**config.mk**
```make
export PLATFORM = sky130hd
export DESIGN_NAME = id_operand_pipe_flat
export DESIGN_NICKNAME = d
export VERILOG_FILES = /design/src/rtl/id_operand_pipe_pkg.sv /design/src/rtl/id_operand_pipe_if.sv /design/src/rtl/id_operand_pipe_operand_fwd_mux.sv /design/src/rtl/id_operand_pipe.sv /design/src/flat_wrapper.sv
export SDC_FILE = /design/constraint.sdc
export NUM_CORES = 1
export LEC_CHECK = 0
export CORE_MARGIN = 10
export CORE_UTILIZATION = 38
export DETAILED_ROUTE_END_ITERATION = 12
export DONT_BUFFER_PORTS = 1
export SYNTH_ARGS = -nofsm -noshare
export SYNTH_HDL_FRONTEND = slang
export SYNTH_SLANG_ARGS = --single-unit
```
**constraint.sdc**
```tcl
create_clock -name clk -period 2.4 [get_ports clk]
set_input_delay 0.48 -clock clk [delete_from_list [all_inputs] [get_ports clk]]
set_output_delay 0.48 -clock clk [all_outputs]
set_load 0.005 [all_outputs]
```
**src/rtl/id_operand_pipe_pkg.sv**
```systemverilog
// Shared encodings and default widths for the ID operand/forwarding stage.
// Imported by the interface, the forwarding mux and the top.
package id_operand_pipe_pkg;

  localparam int DATA_W_DEF  = 16;
  localparam int RADDR_W_DEF = 4;
  localparam int NRD_DEF     = 2;
  localparam int NFWD_DEF    = 2;
  localparam int CTRL_W_DEF  = 8;
  localparam int PC_W_DEF    = 16;

  typedef enum logic [1:0] {
    BR_NONE   = 2'd0,
    BR_ALWAYS = 2'd1,
    BR_EQZ    = 2'd2,
    BR_NEZ    = 2'd3
  } br_type_e;

  // Bubble control: NOP op with the special selector, both zero.
  localparam logic [4:0] EXE_OP_NOP      = 5'd0;
  localparam logic [2:0] EXE_SEL_SPECIAL = 3'd0;
  localparam logic [7:0] CTRL_BUBBLE     = {EXE_SEL_SPECIAL, EXE_OP_NOP};

endpackage

```
**src/rtl/id_operand_pipe_if.sv**
```systemverilog
// Decoder-to-ID bundle and ID/EX register outputs.
// master: decoder/consumer side, slave: id_operand_pipe.
interface id_operand_pipe_if
  import id_operand_pipe_pkg::*;
#(
  parameter int DATA_W  = DATA_W_DEF,
  parameter int RADDR_W = RADDR_W_DEF,
  parameter int NRD     = NRD_DEF,
  parameter int CTRL_W  = CTRL_W_DEF,
  parameter int PC_W    = PC_W_DEF
);
  logic                      id_valid_i;
  logic [PC_W-1:0]           id_pc_i;
  logic [NRD-1:0]            rd_re_i;
  logic [NRD*RADDR_W-1:0]    rd_addr_i;
  logic [NRD*DATA_W-1:0]     rf_data_i;
  logic [NRD*DATA_W-1:0]     imm_i;
  logic                      id_we_i;
  logic [RADDR_W-1:0]        id_waddr_i;
  logic [CTRL_W-1:0]         id_ctrl_i;
  logic [1:0]                br_type_i;
  logic [PC_W-1:0]           br_target_i;

  logic                      ex_valid_o;
  logic [NRD*DATA_W-1:0]     ex_op_o;
  logic [CTRL_W-1:0]         ex_ctrl_o;
  logic                      ex_we_o;
  logic [RADDR_W-1:0]        ex_waddr_o;
  logic [PC_W-1:0]           ex_pc_o;
  logic                      ex_in_delay_o;

  modport master (
    output id_valid_i, id_pc_i, rd_re_i, rd_addr_i,
    output rf_data_i, imm_i, id_we_i, id_waddr_i,
    output id_ctrl_i, br_type_i, br_target_i,
    input  ex_valid_o, ex_op_o, ex_ctrl_o, ex_we_o,
    input  ex_waddr_o, ex_pc_o, ex_in_delay_o
  );

  modport slave (
    input  id_valid_i, id_pc_i, rd_re_i, rd_addr_i,
    input  rf_data_i, imm_i, id_we_i, id_waddr_i,
    input  id_ctrl_i, br_type_i, br_target_i,
    output ex_valid_o, ex_op_o, ex_ctrl_o, ex_we_o,
    output ex_waddr_o, ex_pc_o, ex_in_delay_o
  );
endinterface

```
**src/rtl/id_operand_pipe_operand_fwd_mux.sv**
```systemverilog
// One source operand: immediate, youngest forwarding match, or RF.
// Ports: re/addr/rf_data/imm, fwd_* buses in; op_o and hz_o out.
module operand_fwd_mux
  import id_operand_pipe_pkg::*;
#(
  parameter int DATA_W  = DATA_W_DEF,
  parameter int RADDR_W = RADDR_W_DEF,
  parameter int NFWD    = NFWD_DEF
) (
  input  logic                     re_i,
  input  logic [RADDR_W-1:0]       addr_i,
  input  logic [DATA_W-1:0]        rf_data_i,
  input  logic [DATA_W-1:0]        imm_i,
  input  logic [NFWD-1:0]          fwd_we_i,
  input  logic [NFWD-1:0]          fwd_load_i,
  input  logic [NFWD*RADDR_W-1:0]  fwd_waddr_i,
  input  logic [NFWD*DATA_W-1:0]   fwd_wdata_i,
  output logic [DATA_W-1:0]        op_o,
  output logic                     hz_o
);
  // Walk oldest to youngest so the youngest match is applied last.
  always_comb begin
    op_o = rf_data_i;
    hz_o = 1'b0;
    if (!re_i) begin
      op_o = imm_i;
    end else begin
      for (int k = NFWD - 1; k >= 0; k--) begin
        if (fwd_we_i[k] &&
            fwd_waddr_i[k*RADDR_W +: RADDR_W] == addr_i) begin
          op_o = fwd_wdata_i[k*DATA_W +: DATA_W];
          hz_o = fwd_load_i[k];
        end
      end
    end
  end
endmodule

```
**src/rtl/id_operand_pipe.sv**
```systemverilog
// Operand fetch, load-use detect, ID branch resolve and ID/EX register.
// Ports: clk/rst, id (slave bundle), fwd_* buses, stall/flush, status.
module id_operand_pipe
  import id_operand_pipe_pkg::*;
#(
  parameter int DATA_W  = DATA_W_DEF,
  parameter int RADDR_W = RADDR_W_DEF,
  parameter int NRD     = NRD_DEF,
  parameter int NFWD    = NFWD_DEF,
  parameter int CTRL_W  = CTRL_W_DEF,
  parameter int PC_W    = PC_W_DEF
) (
  input  logic                     clk,
  input  logic                     rst,
  id_operand_pipe_if.slave         id,
  input  logic [NFWD-1:0]          fwd_we_i,
  input  logic [NFWD-1:0]          fwd_load_i,
  input  logic [NFWD*RADDR_W-1:0]  fwd_waddr_i,
  input  logic [NFWD*DATA_W-1:0]   fwd_wdata_i,
  input  logic                     stall_i,
  input  logic                     flush_i,
  output logic                     stall_req_o,
  output logic                     branch_flag_o,
  output logic [PC_W-1:0]          branch_addr_o,
  output logic [15:0]              stall_cnt_o
);
  logic [NRD*DATA_W-1:0] op_d;
  logic [NRD-1:0]        hz;
  logic                  cond;
  logic                  taken;

  logic                  valid_q;
  logic [NRD*DATA_W-1:0] op_q;
  logic [CTRL_W-1:0]     ctrl_q;
  logic                  we_q;
  logic [RADDR_W-1:0]    waddr_q;
  logic [PC_W-1:0]       pc_q;
  logic                  in_dly_q;
  logic                  dly_pend_q;
  logic [15:0]           cnt_q;

  for (genvar p = 0; p < NRD; p++) begin : g_port
    operand_fwd_mux #(
      .DATA_W (DATA_W),
      .RADDR_W(RADDR_W),
      .NFWD   (NFWD)
    ) u_mux (
      .re_i       (id.rd_re_i[p]),
      .addr_i     (id.rd_addr_i[p*RADDR_W +: RADDR_W]),
      .rf_data_i  (id.rf_data_i[p*DATA_W +: DATA_W]),
      .imm_i      (id.imm_i[p*DATA_W +: DATA_W]),
      .fwd_we_i   (fwd_we_i),
      .fwd_load_i (fwd_load_i),
      .fwd_waddr_i(fwd_waddr_i),
      .fwd_wdata_i(fwd_wdata_i),
      .op_o       (op_d[p*DATA_W +: DATA_W]),
      .hz_o       (hz[p])
    );
  end

  assign stall_req_o = id.id_valid_i & ~flush_i & (|hz);

  always_comb begin
    cond = 1'b0;
    unique case (1'b1)
      id.br_type_i == BR_ALWAYS: cond = 1'b1;
      id.br_type_i == BR_EQZ:    cond = op_d[DATA_W-1:0] == '0;
      id.br_type_i == BR_NEZ:    cond = op_d[DATA_W-1:0] != '0;
      default:                   cond = 1'b0;
    endcase
  end

  assign taken = id.id_valid_i & ~stall_req_o & ~flush_i & cond;
  assign branch_flag_o = taken;
  assign branch_addr_o = taken ? id.br_target_i : '0;

  always_ff @(posedge clk) begin
    if (rst) begin
      valid_q    <= 1'b0;
      op_q       <= '0;
      ctrl_q     <= '0;
      we_q       <= 1'b0;
      waddr_q    <= '0;
      pc_q       <= '0;
      in_dly_q   <= 1'b0;
      dly_pend_q <= 1'b0;
      cnt_q      <= '0;
    end else if (stall_i) begin
      // hold everything
    end else if (id.id_valid_i && !flush_i && !stall_req_o) begin
      valid_q    <= 1'b1;
      op_q       <= op_d;
      ctrl_q     <= id.id_ctrl_i;
      we_q       <= id.id_we_i;
      waddr_q    <= id.id_waddr_i;
      pc_q       <= id.id_pc_i;
      in_dly_q   <= dly_pend_q;
      dly_pend_q <= taken;
    end else begin
      valid_q  <= 1'b0;
      op_q     <= '0;
      ctrl_q   <= CTRL_W'(CTRL_BUBBLE);
      we_q     <= 1'b0;
      in_dly_q <= 1'b0;
      if (flush_i)
        dly_pend_q <= 1'b0;
      else if (stall_req_o && cnt_q != 16'hFFFF)
        cnt_q <= cnt_q + 16'd1;
    end
  end

  assign id.ex_valid_o    = valid_q;
  assign id.ex_op_o       = op_q;
  assign id.ex_ctrl_o     = ctrl_q;
  assign id.ex_we_o       = we_q;
  assign id.ex_waddr_o    = waddr_q;
  assign id.ex_pc_o       = pc_q;
  assign id.ex_in_delay_o = in_dly_q;
  assign stall_cnt_o      = cnt_q;
endmodule

```
**src/flat_wrapper.sv**
```systemverilog
// flat-port wrapper written by rule: the top's interface ports become plain ports
module id_operand_pipe_flat import id_operand_pipe_pkg::*;
#(
  parameter int DATA_W  = DATA_W_DEF,
  parameter int RADDR_W = RADDR_W_DEF,
  parameter int NRD     = NRD_DEF,
  parameter int NFWD    = NFWD_DEF,
  parameter int CTRL_W  = CTRL_W_DEF,
  parameter int PC_W    = PC_W_DEF
)
  (clk, rst, fwd_we_i, fwd_load_i, fwd_waddr_i, fwd_wdata_i, stall_i, flush_i, stall_req_o, branch_flag_o, branch_addr_o, stall_cnt_o, id_id_valid_i, id_id_pc_i, id_rd_re_i, id_rd_addr_i, id_rf_data_i, id_imm_i, id_id_we_i, id_id_waddr_i, id_id_ctrl_i, id_br_type_i, id_br_target_i, id_ex_valid_o, id_ex_op_o, id_ex_ctrl_o, id_ex_we_o, id_ex_waddr_o, id_ex_pc_o, id_ex_in_delay_o);
  id_operand_pipe_if #(.DATA_W(DATA_W), .RADDR_W(RADDR_W), .NRD(NRD), .CTRL_W(CTRL_W), .PC_W(PC_W)) id_i ();
  input  logic clk;
  input  logic rst;
  input  logic [NFWD-1:0] fwd_we_i;
  input  logic [NFWD-1:0] fwd_load_i;
  input  logic [NFWD*RADDR_W-1:0] fwd_waddr_i;
  input  logic [NFWD*DATA_W-1:0] fwd_wdata_i;
  input  logic stall_i;
  input  logic flush_i;
  output logic stall_req_o;
  output logic branch_flag_o;
  output logic [PC_W-1:0] branch_addr_o;
  output logic [15:0] stall_cnt_o;
  input wire logic [$bits(id_i.id_valid_i)-1:0] id_id_valid_i;
  input wire logic [$bits(id_i.id_pc_i)-1:0] id_id_pc_i;
  input wire logic [$bits(id_i.rd_re_i)-1:0] id_rd_re_i;
  input wire logic [$bits(id_i.rd_addr_i)-1:0] id_rd_addr_i;
  input wire logic [$bits(id_i.rf_data_i)-1:0] id_rf_data_i;
  input wire logic [$bits(id_i.imm_i)-1:0] id_imm_i;
  input wire logic [$bits(id_i.id_we_i)-1:0] id_id_we_i;
  input wire logic [$bits(id_i.id_waddr_i)-1:0] id_id_waddr_i;
  input wire logic [$bits(id_i.id_ctrl_i)-1:0] id_id_ctrl_i;
  input wire logic [$bits(id_i.br_type_i)-1:0] id_br_type_i;
  input wire logic [$bits(id_i.br_target_i)-1:0] id_br_target_i;
  output wire logic [$bits(id_i.ex_valid_o)-1:0] id_ex_valid_o;
  output wire logic [$bits(id_i.ex_op_o)-1:0] id_ex_op_o;
  output wire logic [$bits(id_i.ex_ctrl_o)-1:0] id_ex_ctrl_o;
  output wire logic [$bits(id_i.ex_we_o)-1:0] id_ex_we_o;
  output wire logic [$bits(id_i.ex_waddr_o)-1:0] id_ex_waddr_o;
  output wire logic [$bits(id_i.ex_pc_o)-1:0] id_ex_pc_o;
  output wire logic [$bits(id_i.ex_in_delay_o)-1:0] id_ex_in_delay_o;
  assign id_i.id_valid_i = id_id_valid_i;
  assign id_i.id_pc_i = id_id_pc_i;
  assign id_i.rd_re_i = id_rd_re_i;
  assign id_i.rd_addr_i = id_rd_addr_i;
  assign id_i.rf_data_i = id_rf_data_i;
  assign id_i.imm_i = id_imm_i;
  assign id_i.id_we_i = id_id_we_i;
  assign id_i.id_waddr_i = id_id_waddr_i;
  assign id_i.id_ctrl_i = id_id_ctrl_i;
  assign id_i.br_type_i = id_br_type_i;
  assign id_i.br_target_i = id_br_target_i;
  assign id_ex_valid_o = id_i.ex_valid_o;
  assign id_ex_op_o = id_i.ex_op_o;
  assign id_ex_ctrl_o = id_i.ex_ctrl_o;
  assign id_ex_we_o = id_i.ex_we_o;
  assign id_ex_waddr_o = id_i.ex_waddr_o;
  assign id_ex_pc_o = id_i.ex_pc_o;
  assign id_ex_in_delay_o = id_i.ex_in_delay_o;
  id_operand_pipe #(.DATA_W(DATA_W), .RADDR_W(RADDR_W), .NRD(NRD), .NFWD(NFWD), .CTRL_W(CTRL_W), .PC_W(PC_W)) u_core (.clk(clk), .rst(rst), .id(id_i), .fwd_we_i(fwd_we_i), .fwd_load_i(fwd_load_i), .fwd_waddr_i(fwd_waddr_i), .fwd_wdata_i(fwd_wdata_i), .stall_i(stall_i), .flush_i(flush_i), .stall_req_o(stall_req_o), .branch_flag_o(branch_flag_o), .branch_addr_o(branch_addr_o), .stall_cnt_o(stall_cnt_o));
endmodule
```
==> flow_metrics.env <==
export IMPL_cts_tree="built"
export IMPL_relSlewSlack=0.694
export IMPL_drt_antenna_violating_nets=0
export IMPL_wl_mm=19.8
export IMPL_drv_cap=0
export IMPL_gp_congestion=0.928
export IMPL_clk_pin_slew_ps=60
export IMPL_yosysTopAreaCellShare=0.346
export IMPL_die_w_um=130
export IMPL_worstSetupPathType="primary input to primary output"
export IMPL_worst_hold_path_type="primary input to register"
export IMPL_synth_seq_cells=80
export IMPL_dp_hpwl_mm=15.8
export IMPL_overflow=0
export IMPL_crit_fanout=5
export IMPL_end_kind="primary output"
export IMPL_die_area_um2=17000
export IMPL_first_pass_iters=5
export IMPL_max_vdd_ir_drop_v=0.000263
export IMPL_violations="setup timing"
export IMPL_n_fill_cell=1205
export IMPL_async_flop_share=0
export IMPL_wl_per_cell_um=25.3
export IMPL_yosys_area_top_type="dfxtp_1"
export IMPL_outcome="finished, violations left"
export IMPL_grt_antenna_before_repair=0
export IMPL_grt_pass1_wl_mm=28.2
export IMPL_hold_buffers=0
export IMPL_vias=4686
export IMPL_period_minus_slack_ps=2550
export IMPL_yosysUniqueCellTypes=45
export IMPL_fmax_mhz=392
export IMPL_synth_area_um2=4630
export IMPL_critPathRequiredTime_ps=1920
export IMPL_hold_viol=0
export IMPL_setup_ws_ps=-152
export IMPL_fin_nets=804
export IMPL_fin_hold_ws_ps=218
export IMPL_portBuffers=0
export IMPL_grt_max_degree=84
export IMPL_ioPinCount=267
export IMPL_vias_per_cell=5.97
export IMPL_yosysWarnings=0
export IMPL_coreArea_um2=12000
export IMPL_cts_sinks=80
export IMPL_cts_max_path_buffers=2
export IMPL_path_cells="nor4b_4 > nand4_1 > a2111oi_4 > a31oi_4 > xor2_4 > clkbuf_16 > nor2_2"
export IMPL_synth_edf_count=0
export IMPL_drc=0
export IMPL_stdcell_count=785
export IMPL_place_inst=763
export IMPL_cts_buffers=9
export IMPL_yosys_top_cells_area="dfxtp_1, nand2_1, nor2_1"
export IMPL_final_util=0.461
export IMPL_regArea_um2=1600
export IMPL_cts_root_buf="clkbuf_16"
export IMPL_drive_gt1_frac=0.150
export IMPL_synthFlopType="dfxtp_1"
export IMPL_clock_latency_ps=330
export IMPL_multi_input_area_um2=3020
export IMPL_crit_arrival_ps=2070
export IMPL_p_leak_nw=1.77
export IMPL_synth_fp_nets=806
export IMPL_drt_initial_drc_count=291
export IMPL_synthesis_instances=635
export IMPL_n_antenna_cell=0
export IMPL_final_max_slew_viol_count=0
export IMPL_yosysSeqAreaShare=0.346
export IMPL_fin_total_pwr_w=0.00329
export IMPL_cts_htree_levels=3
export IMPL_cp_top_family="compound AO/OA/AOI/OAI gates"
export IMPL_preCtsSetupSlack_ps=-539
export IMPL_num_rows=40
export IMPL_die_h_um=130
export IMPL_yosys_top_cells_count="nand2_1, nor2_1, dfxtp_1, a21oi_1, nand3_1"
export IMPL_cpMaxStageDelayCell="a2111oi_4"
export IMPL_rsz0062_at_grt="yes"
export IMPL_synth_most_common_cell="nand2_1"
export IMPL_synthToLayoutAreaGrowth_pct=18.9
export IMPL_worst_clock_skew_ps=3.53
export IMPL_power_per_cell_area_nw_per_um2=597
export IMPL_avgSynthCellArea_um2=7.29
export IMPL_max_slew_worst_pin_slew_ps=459
export IMPL_initial_core_util=0.387
export IMPL_path_buf_inv=1
export IMPL_setup_violations=17
export IMPL_period_share=1.06
export IMPL_track_usage=0.220
export IMPL_crit_path_max_incr_delay_ps=490
export IMPL_start_kind="primary input"
export IMPL_grt_pass1_vias=4849
layer usage:
layer / vias to the layer above / global-route usage / part of all wire / wire length, um
met5: - / 0 / 0 / 0
met4: 0 / 0.0621 / 0.022 / 435
met3: 31 / 0.131 / 0.16 / 3090
met2: 263 / 0.397 / 0.50 / 9960
met1: 2175 / 0.205 / 0.32 / 6330
li1: 2217 / - / - / -
report_power, final:
part / switching [W] / leakage, nW / internal [W] / total (W)
combinational: 0.000192 / 0.960 / 0.000157 / 0.000349
clock: 0.000543 / 0.162 / 0.00101 / 0.00156
sequential: 0.0000270 / 0.648 / 0.00136 / 0.00139
sequential cells by signal, summed over array words and instances, names as in the netlist:
| register | flops |
|---|---|
| u_core.id.ex_op_o | 32 |
| u_core.id.ex_pc_o | 16 |
| u_core.stall_cnt_o | 16 |
| u_core.id.ex_ctrl_o | 8 |
| u_core.id.ex_waddr_o | 4 |
| u_core.dly_pend_q | 1 |
| u_core.id.ex_in_delay_o | 1 |
| u_core.id.ex_valid_o | 1 |
| u_core.id.ex_we_o | 1 |
worst register-to-register path, delay by kind of cell (launching register included):
| kind | cells | cell delay (ps) |
|---|---|---|
| AO/OA/AOI/OAI | 2 | 390 |
| XOR/XNOR | 1 | 180 |
| buffers and inverters | 1 | 270 |
| flip-flops | 1 | 440 |
| AND/OR/NAND/NOR | 4 | 720 |
through the flow:
stage,area (um2),setup TNS (ps)
global placement,4880,-9360
global route,5510,-3520
floorplan,4650,-658
finish,5510,-2390
detailed placement,4880,-10420
CTS,5350,-2750
what timing repair did:
item                       4_1_cts  5_1_grt
pin swaps                        3        6
buffers inserted                 1        3
resized for setup               27       18
cloned                           0        2
setup endpoints to repair       18       18
final timing paths:
check / startpoint / to / slack, ps / cells past startpoint
worst max-delay path: fwd_wdata_i[0] / branch_addr_o[14] / -150 / 7
worst min-delay path: rst / u_core.id.ex_op_o[1] / 220 / 1
worst max register to register: u_core.stall_cnt_o[3] / u_core.stall_cnt_o[7] / 300 / 8
worst min register to register: u_core.id.ex_pc_o[6] / u_core.id.ex_pc_o[6] / 470 / 2
area by class of cell:
cell class / instances / share of cell area
Clock inverter: 6 / 0.0195
Clock buffer: 10 / 0.0416
Tap cell: 147 / 0.0334
Timing Repair Buffer: 36 / 0.0643
Multi-Input combinational cell: 503 / 0.548
Inverter: 3 / 0.00204
Sequential cell: 80 / 0.291
cell usage in the layout (no fill, tap or decap), types with 2 or more instances in the layout:
| cell type | synthesis | layout |
|---|---|---|
| nand2_1 | 111 | 111 |
| dfxtp_1 | 80 | 80 |
| nor2_1 | 86 | 68 |
| a21oi_1 | 64 | 64 |
| nand3_1 | 38 | 38 |
| o21ai_1 | 30 | 30 |
| buf_4 | 1 | 29 |
| nor2b_1 | 24 | 23 |
| xnor2_1 | 18 | 18 |
| a311oi_1 | 17 | 17 |
| mux2i_1 | 17 | 16 |
| a22oi_1 | 14 | 14 |
| nor2_2 | 0 | 13 |
| clkbuf_16 | 0 | 10 |
| xor2_1 | 9 | 9 |
| nor4_1 | 13 | 9 |
| nand4_1 | 8 | 8 |
| a2111oi_2 | 7 | 7 |
| nor2_4 | 0 | 5 |
| o21ai_0 | 5 | 5 |
| a31oi_1 | 7 | 5 |
| buf_12 | 0 | 5 |
| nor3_1 | 4 | 3 |
| and3_1 | 3 | 3 |
| inv_1 | 3 | 3 |
| a211oi_1 | 3 | 3 |
| bufinv_16 | 0 | 3 |
| and2_1 | 4 | 2 |
| nor4_2 | 0 | 2 |
| nor4_4 | 0 | 2 |
| nand2b_1 | 2 | 2 |
| mux2_1 | 2 | 2 |
| clkinv_2 | 0 | 2 |
cells by family (layout without fill, tap and decap cells):
logic type      after synthesis  after routing  share of synthesized area
fa+ha+maj                     1              1                    0.00270
flops                        80             80                      0.346
mux                          20             20                     0.0448
compound gates              154            154                      0.212
xor+xnor                     28             28                     0.0546
buf+inv                      52             55                     0.0481
simple gates                300            300                      0.293
Power figures use the tool's default switching activity.
